===== src/rtl/fifo_pkg.sv =====
// Shared definitions for the FIFO read-side stream stage.
package fifo_pkg;

  localparam int unsigned DefDataWidth = 64;
  localparam int unsigned DefPktLen    = 16;

  // Occupancy of the 2-entry output buffer (0..2).
  typedef logic [1:0] occ_t;

  localparam occ_t OccEmpty = 2'd0;
  localparam occ_t OccOne   = 2'd1;
  localparam occ_t OccFull  = 2'd2;

  // Beat counter width: clog2 with a floor of one bit so PKT_LEN=1 still works.
  function automatic int unsigned cnt_width(input int unsigned pkt_len);
    return (pkt_len > 1) ? $clog2(pkt_len) : 1;
  endfunction

endpackage


===== src/rtl/stream_skid_buf.sv =====
// Two-entry in-order buffer (head + skid) feeding a valid/ready stream.
// The head entry is always the presented beat; the skid entry only fills while the
// head is stalled.
module stream_skid_buf
  import fifo_pkg::*;
#(
  parameter int unsigned DATA_WIDTH = DefDataWidth
) (
  input  logic                  i_clk,
  input  logic                  i_rstn,
  input  logic                  i_clr,
  input  logic                  i_push,
  input  logic [DATA_WIDTH-1:0] i_data,
  input  logic                  i_pop,
  output logic                  o_valid,
  output logic [DATA_WIDTH-1:0] o_data,
  output occ_t                  o_occ
);

  logic [DATA_WIDTH-1:0] head, head_next;
  logic [DATA_WIDTH-1:0] skid, skid_next;
  occ_t                  occ, occ_next;

  // Next-state: clear wins; push/pop keep order by shifting skid into head.
  always_comb begin
    head_next = head;
    skid_next = skid;
    occ_next  = occ;
    if (i_clr) begin
      occ_next = OccEmpty;
    end else begin
      case ({i_push, i_pop})
        2'b10: begin
          occ_next = occ_t'(occ + 2'd1);
          if (occ == OccEmpty) begin
            head_next = i_data;
          end else begin
            skid_next = i_data;
          end
        end
        2'b01: begin
          occ_next  = occ_t'(occ - 2'd1);
          head_next = skid;
        end
        2'b11: begin
          // Occupancy unchanged; new beat takes the slot the head vacates.
          if (occ == OccFull) begin
            head_next = skid;
            skid_next = i_data;
          end else begin
            head_next = i_data;
          end
        end
        default: ;
      endcase
    end
  end

  // Buffer storage and occupancy registers.
  always_ff @(posedge i_clk or negedge i_rstn) begin
    if (!i_rstn) begin
      head <= '0;
      skid <= '0;
      occ  <= OccEmpty;
    end else begin
      head <= head_next;
      skid <= skid_next;
      occ  <= occ_next;
    end
  end

  // Outputs are direct register views.
  always_comb begin
    o_data  = head;
    o_occ   = occ;
    o_valid = (occ != OccEmpty);
  end

endmodule


===== src/rtl/fifo_stream_reader.sv =====
// Drains a synchronous FIFO's registered read port into a valid/ready stream
// with full throughput, and frames it into PKT_LEN-beat packets via o_last.
module fifo_stream_reader
  import fifo_pkg::*;
#(
  parameter int unsigned DATA_WIDTH = DefDataWidth,
  parameter int unsigned PKT_LEN    = DefPktLen,
  parameter int unsigned CNT_W      = cnt_width(PKT_LEN)
) (
  input  logic                  i_wr_clk,
  input  logic                  i_rstn,
  input  logic                  i_clr,
  output logic                  o_fifo_rd_en,
  input  logic                  i_fifo_empty,
  input  logic [DATA_WIDTH-1:0] i_fifo_rd_data,
  output logic                  o_valid,
  input  logic                  i_ready,
  output logic [DATA_WIDTH-1:0] o_data,
  output logic                  o_last,
  output logic [1:0]            o_occupancy
);

  localparam logic [CNT_W-1:0] CntMax = CNT_W'(PKT_LEN - 1);

  logic             pop;
  logic             push;
  logic             inflight;
  logic [2:0]       occ_proj;
  logic [CNT_W-1:0] cnt, cnt_next;
  occ_t             occ;

  // Read request: only issue when the beat is guaranteed a buffer slot. The
  // pop term makes this combinational on i_ready, which is what sustains one
  // beat per cycle.
  always_comb begin
    pop          = o_valid && i_ready;
    push         = inflight && !i_clr;
    occ_proj     = {1'b0, occ} + {2'b00, inflight} - {2'b00, pop};
    o_fifo_rd_en = i_rstn && !i_fifo_empty && !i_clr && (occ_proj <= 3'd1);
  end

  // In-flight flag: marks that i_fifo_rd_data carries a beat this cycle.
  always_ff @(posedge i_wr_clk or negedge i_rstn) begin
    if (!i_rstn) begin
      inflight <= 1'b0;
    end else begin
      inflight <= o_fifo_rd_en;
    end
  end

  // Beat counter next-state: clear restarts framing even on a coincident pop.
  always_comb begin
    cnt_next = cnt;
    if (i_clr) begin
      cnt_next = '0;
    end else if (pop) begin
      cnt_next = (cnt == CntMax) ? '0 : cnt + CNT_W'(1);
    end
  end

  // Beat counter register.
  always_ff @(posedge i_wr_clk or negedge i_rstn) begin
    if (!i_rstn) begin
      cnt <= '0;
    end else begin
      cnt <= cnt_next;
    end
  end

  stream_skid_buf #(
    .DATA_WIDTH (DATA_WIDTH)
  ) u_skid_buf (
    .i_clk   (i_wr_clk),
    .i_rstn  (i_rstn),
    .i_clr   (i_clr),
    .i_push  (push),
    .i_data  (i_fifo_rd_data),
    .i_pop   (pop),
    .o_valid (o_valid),
    .o_data  (o_data),
    .o_occ   (occ)
  );

  // Framing and occupancy outputs.
  always_comb begin
    o_last      = o_valid && (cnt == CntMax);
    o_occupancy = occ;
  end

endmodule

===== config.mk =====
export PLATFORM = sky130hd
export DESIGN_NAME = fifo_stream_reader
export DESIGN_NICKNAME = d
export VERILOG_FILES = /design/src/rtl/fifo_pkg.sv /design/src/rtl/stream_skid_buf.sv /design/src/rtl/fifo_stream_reader.sv
export SDC_FILE = /design/constraint.sdc
export NUM_CORES = 1
export LEC_CHECK = 0
export ABC_AREA = 0
export BUFFER_PORTS_ARGS = -buffer_cell sky130_fd_sc_hd__buf_4
export CORE_MARGIN = 2
export CORE_UTILIZATION = 53
export CTS_BUF_LIST = sky130_fd_sc_hd__clkbuf_16
export CTS_CLUSTER_SIZE = 28
export DETAILED_ROUTE_END_ITERATION = 10
export PLACE_DENSITY = 0.79
export REMOVE_ABC_BUFFERS = 1
export SETUP_SLACK_MARGIN = 0.4
export SYNTH_ARGS = -nofsm -noshare
export SYNTH_HDL_FRONTEND = slang
export SYNTH_HIERARCHICAL = 1
export SYNTH_SLANG_ARGS = --single-unit

===== constraint.sdc =====
create_clock -name i_wr_clk -period 3 [get_ports i_wr_clk]
set_input_delay 0.3 -clock i_wr_clk [delete_from_list [all_inputs] [get_ports i_wr_clk]]
set_output_delay 0.3 -clock i_wr_clk [all_outputs]
set_load 0.1 [all_outputs]

==> flow_summary.ini <==
[worst_setup_path]
path_buf_inv = 4
end_kind = output pin
crit_path_max_fanout = 2
crit_chain = or2_4, nand2_2, inv_2, ha_4, inv_2, ha_4, inv_2, fa_1, nand2_2, nor4_4, buf_6
critPathLaunchType = register
cp.required_ns = 2.70
cp_slowest_cell = fa_1
criticalPathCategory = register to output pin
critical_path.top_delay_family = adder cells
path_common_cell = inv_2
cp_data_arrival_time_ns = 2.63
slowest_delay_ns = 0.49

[cells_and_area]
final_nets = 680
final_util_pct = 70.7
nFillCells = 758
drive_above_1_share_pct = 40.5
area_growth_syn_to_layout_pct = 31.5
antennaDiodeCount = 0

[routing]
drt_iter0_drc = 190
vias_per_cell = 5.26
drc = 0
drt-total-wl_mm = 12.1
dr.pass1.iters = 4
vias = 3996
wl_per_cell_um = 16.0
antenna_left = 0

[synth]
synth-seq-area-share_pct = 58.4
synth_cells = 463
synth_warnings = 6
ys_ff_latch = 135
yosysTopAreaCellShare_pct = 58.4
synth_area_leader_cell = dfrtp_1
synth_area_mm2 = 0.00578
yosysUniqueCellTypes = 29
synthTopCellsByArea = dfrtp_1, mux2_2, mux2i_1
syn_avg_cell_area_um2 = 12.5

[clock_tree]
cts_buffers = 17
clk_pin_slew_ns = 0.06
clock-root-buffer = clkbuf_16
clkLatencyLatePin_ns = 0.40
holdBufCountCts = 0
htreeDepth = 4
cts_tree = done
cts_max_path_buffers = 2
clock_sinks = 135

[die]
die_w_um = 108
initial_core_util_pct = 53.8
dieArea_mm2 = 0.0118
die_y_um = 108
ioPinCount = 138
fp.coreArea_mm2 = 0.0107
rows = 38

[global_route]
antenna_found_initial = 0
gr-total-overflow = 0
grt_first_pass_wirelength_mm = 19.4
grt_max_degree = 76
grt_usage_pct = 21.5
grt_pass1_vias = 4063

[timing]
tightest_slew_ns = 0.957
slew_headroom_pct = 36.2
clock_skew_ns = 0.0129
finalCriticalPeriod_ns = 2.93
hold_viol = 0
timing.final.crit_share_pct = 97.6
finalSetupViolCount = 0
drv_slew = 0
grt_setup_unrepaired = true
whs_ns = 0.0754
fmax_ghz = 0.341

[place]
place_congestion = 0.784
dp_hpwl_mm = 7.98
portBuffers = 137

[hold_path]
hold_class = input pin to register

[job]
drv_cap = 0

[run_status]
status = complete, no violations
[timing repair]
item,4_1_cts,5_1_grt
setup endpoints to repair,1,1
gates resized for setup,12,0
setup buffers,1,2
pin swaps,7,6
gates cloned,0,0
[synthesized netlist by cell type]
master	instances
o31ai_2	1
and2b_1	1
or2_2	1
dfrtp_1	135
buf_2	19
inv_1	5
ha_1	3
nor4_1	1
nand2b_1	1
mux2_2	58
nor3b_1	1
a21oi_1	69
o21ai_0	1
o21ai_1	1
buf_6	6
fa_1	1
a311o_1	1
mux2_1	6
and4_2	1
xor2_1	3
nor3_4	1
nor2_1	69
or3_1	1
nor2b_1	1
nand2_1	5
buf_4	2
nand3_1	3
xnor2_1	2
mux2i_1	64
[sequential cells by signal, summed over array words and instances, names as in the netlist]
name,cells
u_skid_buf/skid,64
u_skid_buf/o_occ,2
cnt,4
inflight,1
u_skid_buf/o_data,64
[stage by stage]
stage | area, um^2 | worst slack, ns | TNS, ns | instances
detailed placement | 6920 | 0.147 | 0 | 725
global placement | 6920 | 0.178 | 0 | 725
finish | 7600 | 0.0710 | 0 | 759
floorplan | 5600 | -3.33 | -277.96 | 436
CTS | 7590 | -0.0274 | -0.0274 | 757
global route | 7600 | -0.0478 | -0.0478 | 759
[area by class of cell]
class	instances	area (um^2)	share of cell area [%]
Timing Repair Buffer	152	1140	15.1
Multi-Input combinational cell	296	2270	29.9
Sequential cell	135	3380	44.4
Inverter	5	18.8	0.247
Tap cell	140	175	2.30
Clock inverter	14	185	2.44
Clock buffer	17	425	5.60
[path summary, 6_finish.rpt]
path,end,startpoint,depth (start not counted),slack [ns]
setup reg to reg,u_skid_buf/skid[63]$_DFFE_PN0P_,u_skid_buf/o_occ[0]$_DFFE_PN0P_,10,0.52
hold / removal,inflight$_DFF_PN0_,i_fifo_empty,2,0.08
max in group asynchronous,u_skid_buf/skid[40]$_DFFE_PN0P_,i_rstn,2,2.18
hold reg to reg,u_skid_buf/skid[10]$_DFFE_PN0P_,u_skid_buf/skid[10]$_DFFE_PN0P_,1,0.49
setup / recovery,o_fifo_rd_en,u_skid_buf/o_occ[0]$_DFFE_PN0P_,11,0.07
min in group asynchronous,u_skid_buf/skid[22]$_DFFE_PN0P_,i_rstn,2,0.12
[layer usage]
layer	global-route usage [%]	wire length, um	vias up
li1	-	-	1894
met1	28.3	5450	1992
met2	34.2	5960	104
met3	6.09	635	6
met4	7.42	107	0
met5	0	0	-
[cells by family after synthesis]
| logic type | after synthesis | share of synthesized area (%) |
|---|---|---|
| xor gates and xnor gates | 5 | 0.758 |
| adders and majority gates | 4 | 0.996 |
| and+or+nand+nor | 86 | 6.32 |
| muxes | 128 | 23.5 |
| AOI/OAI and AO/OA | 73 | 6.54 |
| buffers and inverters | 32 | 3.40 |
| DFF | 135 | 58.4 |
[layout by cell type, fill, tap and decap left out, types with 2 or more instances in the layout]
| cell | netlist | routed |
|---|---|---|
| clkinv_4 | 0 | 3 |
| nand2_1 | 5 | 3 |
| inv_2 | 0 | 3 |
| ha_4 | 0 | 2 |
| mux2_2 | 58 | 58 |
| nand2_2 | 0 | 2 |
| clkbuf_16 | 0 | 17 |
| dfrtp_1 | 135 | 135 |
| buf_4 | 2 | 151 |
| clkinvlp_4 | 0 | 3 |
| xnor2_1 | 2 | 2 |
| nor2_1 | 69 | 69 |
| a21oi_1 | 69 | 69 |
| bufinv_16 | 0 | 4 |
| mux2i_1 | 64 | 64 |
| nand3_1 | 3 | 3 |
| inv_1 | 5 | 3 |
| xor2_1 | 3 | 3 |
| clkinv_1 | 0 | 2 |
| mux2_1 | 6 | 6 |
Power is left out: the tool's default activity adds up to more than one toggle a clock period on the data nets, which glitch-free logic cannot reach.
